### config.mk
export PLATFORM = sky130hd
export DESIGN_NAME = muldiv_hilo_ctrl
export DESIGN_NICKNAME = d
export VERILOG_FILES = /design/src/rtl/muldiv_hilo_ctrl.sv
export SDC_FILE = /design/constraint.sdc
export NUM_CORES = 1
export LEC_CHECK = 0
export BUFFER_PORTS_ARGS = -buffer_cell sky130_fd_sc_hd__clkbuf_2
export CAP_MARGIN = 40
export CORE_MARGIN = 5
export CORE_UTILIZATION = 30
export CTS_BUF_LIST = sky130_fd_sc_hd__clkbuf_4 sky130_fd_sc_hd__clkbuf_8 sky130_fd_sc_hd__clkbuf_16
export CTS_CLUSTER_SIZE = 16
export DETAILED_ROUTE_END_ITERATION = 12
export GPL_TIMING_DRIVEN = 0
export MAX_ROUTING_LAYER = met4
export PLACE_DENSITY = 0.61
export SLEW_MARGIN = 20
export SYNTH_ARGS = -nofsm -noshare
export SYNTH_HDL_FRONTEND = slang
export SYNTH_SLANG_ARGS = --single-unit
### constraint.sdc
create_clock -name clk -period 2.2 [get_ports clk]
set_clock_uncertainty 0.2 [all_clocks]
set_input_delay 0.11 -clock clk [delete_from_list [all_inputs] [get_ports clk]]
set_output_delay 0.11 -clock clk [all_outputs]
set_load 0.03 [all_outputs]
### src/rtl/muldiv_hilo_ctrl.sv
// muldiv_hilo_ctrl: owns the architectural HI/LO registers. It runs one external
// mul/div unit at a time on latched operands, commits the unit's result, and
// stalls the EX stage only when an op depends on or conflicts with a run in flight.
module muldiv_hilo_ctrl #(
    parameter int TIMEOUT = 64
) (
    input  logic        clk,
    input  logic        rst,
    input  logic        op_valid,
    input  logic [2:0]  op,
    input  logic [31:0] rs_val,
    input  logic [31:0] rt_val,
    output logic        pipe_stall,
    output logic [31:0] rd_data,
    output logic        mul_req,
    output logic [31:0] mul_a,
    output logic [31:0] mul_b,
    input  logic        mul_stall,
    input  logic [31:0] mul_hi,
    input  logic [31:0] mul_lo,
    output logic        div_req,
    output logic [31:0] div_dvsr,
    output logic [31:0] div_dvnd,
    input  logic        div_stall,
    input  logic [31:0] div_hi,
    input  logic [31:0] div_lo,
    output logic [31:0] hi,
    output logic [31:0] lo,
    output logic        busy,
    output logic        err
);

    localparam int CNT_W = $clog2(TIMEOUT + 1);
    // A unit's done flag is ignored until req has been high for two cycles,
    // which hides the stale flag the unit shows in its start cycle.
    localparam logic [CNT_W-1:0] CNT_MIN_DONE = CNT_W'(2);
    localparam logic [CNT_W-1:0] CNT_LAST     = CNT_W'(TIMEOUT - 1);

    localparam logic [2:0] OP_MULT = 3'd1;
    localparam logic [2:0] OP_DIV  = 3'd2;
    localparam logic [2:0] OP_MTHI = 3'd3;
    localparam logic [2:0] OP_MTLO = 3'd4;
    localparam logic [2:0] OP_MFHI = 3'd5;
    localparam logic [2:0] OP_MFLO = 3'd6;

    typedef enum logic [1:0] {
        IDLE    = 2'd0,
        MUL_RUN = 2'd1,
        DIV_RUN = 2'd2,
        RECOVER = 2'd3
    } state_t;

    state_t           state;
    state_t           state_next;
    logic [CNT_W-1:0] run_cnt;
    logic             op_ok;
    logic             accept;
    logic             unit_done;
    logic             run_abort;
    logic             in_run;

    assign busy   = (state != IDLE);
    assign in_run = (state == MUL_RUN) || (state == DIV_RUN);

    // Accept/stall decision, MFxx read port, done/timeout detection and next state.
    always_comb begin
        state_next = state;
        op_ok      = 1'b1;
        rd_data    = '0;
        unit_done  = 1'b0;
        run_abort  = 1'b0;
        case (op)
            OP_MULT, OP_DIV, OP_MTHI, OP_MTLO: op_ok = (state == IDLE);
            OP_MFHI, OP_MFLO:                  op_ok = (state == IDLE) || (state == RECOVER);
            default:                           op_ok = 1'b1;
        endcase
        pipe_stall = op_valid && !op_ok;
        accept     = op_valid && op_ok;
        if (accept && (op == OP_MFHI)) begin
            rd_data = hi;
        end else if (accept && (op == OP_MFLO)) begin
            rd_data = lo;
        end
        case (state)
            IDLE: begin
                if (accept && (op == OP_MULT)) begin
                    state_next = MUL_RUN;
                end else if (accept && (op == OP_DIV)) begin
                    state_next = DIV_RUN;
                end
            end
            MUL_RUN: begin
                unit_done = mul_req && !mul_stall && (run_cnt >= CNT_MIN_DONE);
                run_abort = !unit_done && (run_cnt == CNT_LAST);
                if (unit_done || run_abort) begin
                    state_next = RECOVER;
                end
            end
            DIV_RUN: begin
                unit_done = div_req && !div_stall && (run_cnt >= CNT_MIN_DONE);
                run_abort = !unit_done && (run_cnt == CNT_LAST);
                if (unit_done || run_abort) begin
                    state_next = RECOVER;
                end
            end
            RECOVER: state_next = IDLE;
            default: state_next = IDLE;
        endcase
    end

    // State register; reset drops straight back to IDLE.
    always_ff @(posedge clk or negedge rst) begin
        if (!rst) begin
            state <= IDLE;
        end else begin
            state <= state_next;
        end
    end

    // Requests follow the RUN states one cycle behind the decision; the counter restarts on each state change.
    always_ff @(posedge clk or negedge rst) begin
        if (!rst) begin
            mul_req <= 1'b0;
            div_req <= 1'b0;
            run_cnt <= '0;
        end else begin
            mul_req <= (state_next == MUL_RUN);
            div_req <= (state_next == DIV_RUN);
            if (state_next != state) begin
                run_cnt <= '0;
            end else if (in_run) begin
                run_cnt <= run_cnt + 1'b1;
            end
        end
    end

    // Operands are captured only when MULT/DIV is accepted, so they hold for the whole run.
    always_ff @(posedge clk or negedge rst) begin
        if (!rst) begin
            mul_a    <= '0;
            mul_b    <= '0;
            div_dvsr <= '0;
            div_dvnd <= '0;
        end else if (accept && (state == IDLE)) begin
            if (op == OP_MULT) begin
                mul_a <= rs_val;
                mul_b <= rt_val;
            end else if (op == OP_DIV) begin
                div_dvnd <= rs_val;
                div_dvsr <= rt_val;
            end
        end
    end

    // HI/LO writes from MTxx or a completed run; a watchdog abort leaves them alone and sets err.
    always_ff @(posedge clk or negedge rst) begin
        if (!rst) begin
            hi  <= '0;
            lo  <= '0;
            err <= 1'b0;
        end else begin
            if (unit_done) begin
                hi <= (state == MUL_RUN) ? mul_hi : div_hi;
                lo <= (state == MUL_RUN) ? mul_lo : div_lo;
            end else if (accept && (state == IDLE) && (op == OP_MTHI)) begin
                hi <= rs_val;
            end else if (accept && (state == IDLE) && (op == OP_MTLO)) begin
                lo <= rs_val;
            end
            if (run_abort) begin
                err <= 1'b1;
            end
        end
    end

endmodule

=== Yosys cells after proc, flatten, opt, wreduce, memory -nomap -nowiden ===
Cells that the tools add are included.

* Equality and inequality tests: 14
* Muxes and demuxes: 19
* Magnitude comparators: 1
* Reductions and logical operators: 34
* Bitwise operators: 1
* Add/sub/neg operators: 1

{| class="wikitable"
|+ Operators with widths
! kind !! number
|-
| $mux 32 || 9
|-
| $logic_and 1x1->1 || 15
|-
| $mux 7 || 2
|-
| $eq 3x3->1 const B || 3
|-
| $mux 2 || 4
|-
| $pmux 2 s4 || 1
|-
| $reduce_bool 2->1 || 4
|-
| $add 7x1->7 const B || 1
|-
| $eq 7x6->1 const B || 1
|-
| $ge 7x2->1 const B || 1
|-
| $eq 2x2->1 const B || 3
|-
| $eq 3x2->1 const B || 2
|-
| $pmux 1 s2 || 3
|-
| $logic_not 1->1 || 5
|-
| $eq 2x1->1 const B || 2
|-
| $logic_or 1x1->1 || 4
|-
| $reduce_and 2->1 || 2
|-
| $reduce_or 4->1 || 1
|-
| $eq 3x1->1 const B || 1
|-
| $reduce_and 3->1 || 1
|-
| $logic_not 2->1 || 1
|-
| $ne 2x2->1 || 1
|-
| $ne 2x2->1 const B || 1
|-
| $reduce_or 2->1 || 1
|-
| $not 1->1 || 1
|}

* Output and inout port bits: 229
* Input bits: 200
* Bits in registers: 204
* Logic and storage cells: 81

=== Logic depth before layout (Yosys ltp) ===
* Depth after elaboration: 10
* Mapped depth: 9
* Mapped depth without buffers: 7

=== Worst setup path before layout ===
Ideal clock, no wire load.

* Path type: register to output
* Start: register state[1]
* End: output port pipe_stall
* Required time: 1,890 ps
* Path buffers: 1
* Cell stages (with the launch flop): 8
* Slack: -254 ps
* Data arrival time: 2,144 ps
* Path through: dfrtp_1 > inv_1 > ha_1 > buf_1 > nand2_1 > o22ai_1 > o21ai_0 > a21boi_0

* Word-level cells in the longest chain between the ends: 5
* Elaborated cells on any way between the ends: 6
* Classes of those cells: 1 x eq/ne; 1 x mux; 4 x reduce/logical

{| class="wikitable"
|+ Ends and longest elaborated chain
! what !! line !! text
|-
| start, declared || 53 || <nowiki>state_t state;</nowiki>
|-
| start signal, assigned || 116 || <nowiki>state <= state_next;</nowiki>
|-
| $eq 2x2->1 or $logic_not 2->1 (tied branches) || 74, 73 ||
|-
| $logic_or 1x1->1 || 74 || <nowiki>OP_MFHI, OP_MFLO: op_ok = (state == IDLE) || (state == RECOVER);</nowiki>
|-
| $pmux 1 s2 (*) || 72 || <nowiki>case (op)</nowiki>
|-
| $logic_not 1->1 (*) || 77 || <nowiki>pipe_stall = op_valid && !op_ok;</nowiki>
|-
| $logic_and 1x1->1 (*) || 77 ||
|-
| end, declared || 13 || <nowiki>output logic pipe_stall,</nowiki>
|}

Every way passes the cells marked *; elsewhere a longest branch is shown, timed or not.

=== Worst setup path in the final report ===
* Start: register state[0]
* End: output port rd_data[5]

* Word-level cells in the longest chain between the ends: 7
* Elaborated cells on any way between the ends: 9
* Classes of those cells: 1 x eq/ne; 3 x mux; 5 x reduce/logical

{| class="wikitable"
|+ Ends and longest elaborated chain
! what !! line !! text
|-
| $eq 2x2->1 or $logic_not 2->1 (tied branches) || 74, 73 ||
|-
| $logic_or 1x1->1 || 74 ||
|-
| $pmux 1 s2 (*) || 72 ||
|-
| $logic_and 1x1->1 (*) || 78 || <nowiki>accept = op_valid && op_ok;</nowiki>
|-
| $logic_and 1x1->1 || 81 || <nowiki>end else if (accept && (op == OP_MFLO)) begin</nowiki>
|-
| $mux 32 || 81 ||
|-
| $mux 32 (*) || 79 || <nowiki>if (accept && (op == OP_MFHI)) begin</nowiki>
|-
| end, declared || 14 || <nowiki>output logic [31:0] rd_data,</nowiki>
|}

Marked as above.

==> impl_metrics.tcl <==
set metrics [dict create \
    slew_headroom_pct 66.66 \
    synth_edf_count 0 \
    synth_fp_nets 900 \
    grt_first_pass_wirelength_mm 57.70 \
    violations "negative setup slack" \
    wirelength_mm 37.99 \
    final_hold_viol_count 0 \
    clkLatencyLatePin_ns 0.51 \
    fillers 2716 \
    max_slew.worst_pin.slew_ns 0.4962 \
    core_um2 31640 \
    grt.total_usage_pct 21.02 \
    fin_crit_sh_pct 112.6 \
    cts_num_sinks 204 \
    die_w_um 189.0 \
    ys_seq_area_share_pct 53.08 \
    p_leak_nw 8.022 \
    cts_buffers 24 \
    synth_warnings 0 \
    wl_per_cell_um 21.21 \
    grt_pass1_vias 9680 \
    postLayoutCoreUtil_pct 50.81 \
    grt-ovfl-total 0 \
    met1_usage_pct 25.09 \
    ys_ff_latch 204 \
    critPathMaxFanout 6 \
    antenna_found_initial 1 \
    route.detailed.drc 0 \
    cts-root-buf "clkbuf_16" \
    min_path_type "primary input to register" \
    start_kind "register" \
    place.gp.congestion 0.8234 \
    final_cell_mix "393 x clkbuf_2, 202 x dfrtp_1, 196 x dlygate4sd3_1, 186 x mux2i_1, 128 x mux2_2" \
    synthCells 693 \
    crit_path_end_kind "primary output" \
    worstPathRequired_ns 1.89 \
    syn-cell-area_um2 9617 \
    drive_above_1_share_pct 51.01 \
    initial_utilization_pct 30.40 \
    drt_pass1_iterations 4 \
    grt_util_met3_pct 3.245 \
    cts_tree "yes" \
    mostFrequentLayoutCell "clkbuf_2" \
    num_vias 8659 \
    final_max_slew_viol_count 0 \
    finalSetupViolCount 71 \
    met2_usage_pct 35.66 \
    ir_worst_vdd_v 0.0009498 \
    arrival_ns 2.17 \
    outcome "complete, but fails checks" \
    fin_tns_setup_ns -7.916 \
    viasPerCell 4.835 \
    cts_buffer_depth 3 \
    crit_type "register to primary output" \
    fmaxAchievable_mhz 403.6 \
    rsz0062_at_grt "true" \
    clk_pin_slew_ns 0.06 \
    die_h_um 189.0 \
    port-buffer-count 426 \
    fin_nets 1579 \
    ys_types 44 \
    hpwlAfterDp_mm 26.12 \
    htree_num_levels 1 \
    ant_nets 0 \
    yosys_most_used_dff "dfrtp_1" \
    power_density_nw_per_um2 1367 \
    timing.max_cap.violations 0 \
    drtIter0Drc 299 \
    finalCriticalPeriod_ns 2.478 \
    boundaryPins 429 \
    grt_max_degree 87 \
    row_count 65 \
    dieArea_um2 35740 \
    syn2layout_area_growth_pct 67.15 \
    synthArstFlopShare_pct 100.0 \
    avgSynthCellArea_um2 13.88 \
    setup_slack_ns -0.2779 \
    top_usage_layer "met2" \
]
==> metrics by stage <==
stage                     power (mW)  cells  cell area (um^2)  hold WS, ns  setup slack [ns]
after detailed placement       16.87   1528             12400      -0.1065           -0.8558
after CTS                      21.80   1785             15800       0.1013           -0.2792
after global placement         16.63   1521             12270       0.1559            -3.350
after global routing           23.05   1791             16070       0.1330           -0.3395
final                          21.98   1791             16070       0.1163           -0.2779
after floorplan                13.28    693              9630      -0.3856          -0.03582
==> worst max-delay path: stages, from the launching register on <==
cell       delay, ns
dfrtp_1         0.40
inv_2           0.09
ha_4            0.23
nor3_4          0.19
buf_12          0.17
clkbuf_16       0.14
buf_12          0.12
a22o_1          0.16
clkbuf_8        0.16
==> synth_stat cells (all sizes together) (3+ instances only) <==
library cell / instances / area (um^2)
xor2: 3 / 26.28
nand3b: 3 / 22.52
nand4: 3 / 18.77
buf: 37 / 200.2
dfrtp: 204 / 5105
a21oi: 3 / 15.01
nor2b: 5 / 31.28
clkbuf: 8 / 30.03
inv: 6 / 22.52
nand2b: 4 / 32.53
o21ai: 5 / 25.02
a22o: 33 / 289.0
nand2: 12 / 45.04
nor2: 8 / 30.03
mux2i: 192 / 1922
mux2: 128 / 1441
nor3: 8 / 50.05
ha: 7 / 87.58
==> where the power goes <==
part	switching, mW	internal, mW	leakage [nW]
clock network	1.55	2.54	0.414
logic	6.98	4.14	5.11
registers	1.22	5.55	2.50
total	9.75	12.2	8.02
==> sequential cells by signal, summed over array words and instances (netlist names) <==
name      flops
mul_a        32
mul_b        32
div_dvsr     32
mul_req       1
run_cnt       7
state         2
div_dvnd     32
lo           32
hi           32
err           1
div_req       1
==> metal layers <==
metal  vias to the layer above  wire, um
met4                         0      1472
met3                        90      2025
met2                       388     18850
met1                      4269     15640
met5                         -         0
li1                       3912         -
==> area by class of cell <==
| cell class | instances | area [um^2] | share of cell area (%) |
|---|---|---|---|
| diodes | 1 | 2.502 | 0.01557 |
| plain buffers | 45 | 474.2 | 2.950 |
| clock buffers | 41 | 789.5 | 4.912 |
| clock inverters | 1 | 30.03 | 0.1868 |
| inverters | 6 | 25.02 | 0.1557 |
| multi-input cells | 438 | 4448 | 27.67 |
| flip-flops and latches | 204 | 5107 | 31.77 |
| well taps | 402 | 503.0 | 3.129 |
| repair buffers | 653 | 4695 | 29.21 |
==> path summary, 6_finish.rpt <==
kind                               startpoint                        to  slack [ns]  cells after the start
max                        state[0]$_DFF_PN0_                rd_data[5]       -0.28                      8
min                                  op_valid     mul_b[31]$_DFFE_PN0P_        0.12                      5
max reg2reg                state[0]$_DFF_PN0_  div_dvnd[28]$_DFFE_PN0P_       -0.04                      7
min reg2reg                   err$_DFFE_PN0P_           err$_DFFE_PN0P_        0.27                      1
max in group asynchronous                 rst         lo[7]$_DFFE_PN0P_        0.53                      4
min in group asynchronous                 rst  div_dvnd[28]$_DFFE_PN0P_        0.46                      3
==> what timing repair did <==
item | CTS | global route
pin swaps | 16 | 10
buffers inserted | 19 | 5
endpoints found under the hold margin | 397 | 0
hold buffers | 196 | 0
gates resized for setup | 128 | 67
setup endpoints to repair | 235 | 216
==> cell families (layout without fill, tap and decap cells) <==
| kind of cell | after synthesis | after routing | share of synthesized area, % |
|---|---|---|---|
| adder cells (fa/ha/maj) | 7 | 7 | 0.9107 |
| AND/OR/NAND/NOR | 51 | 51 | 3.188 |
| buffers and inverters | 51 | 746 | 2.628 |
| AO/OA/AOI/OAI | 55 | 55 | 4.762 |
| other | 0 | 1 | 0 |
| XOR/XNOR | 5 | 5 | 0.4555 |
| flip-flops | 204 | 204 | 53.08 |
| multiplexers | 320 | 320 | 34.97 |
Note: power is estimated with default switching activity, not from simulation.
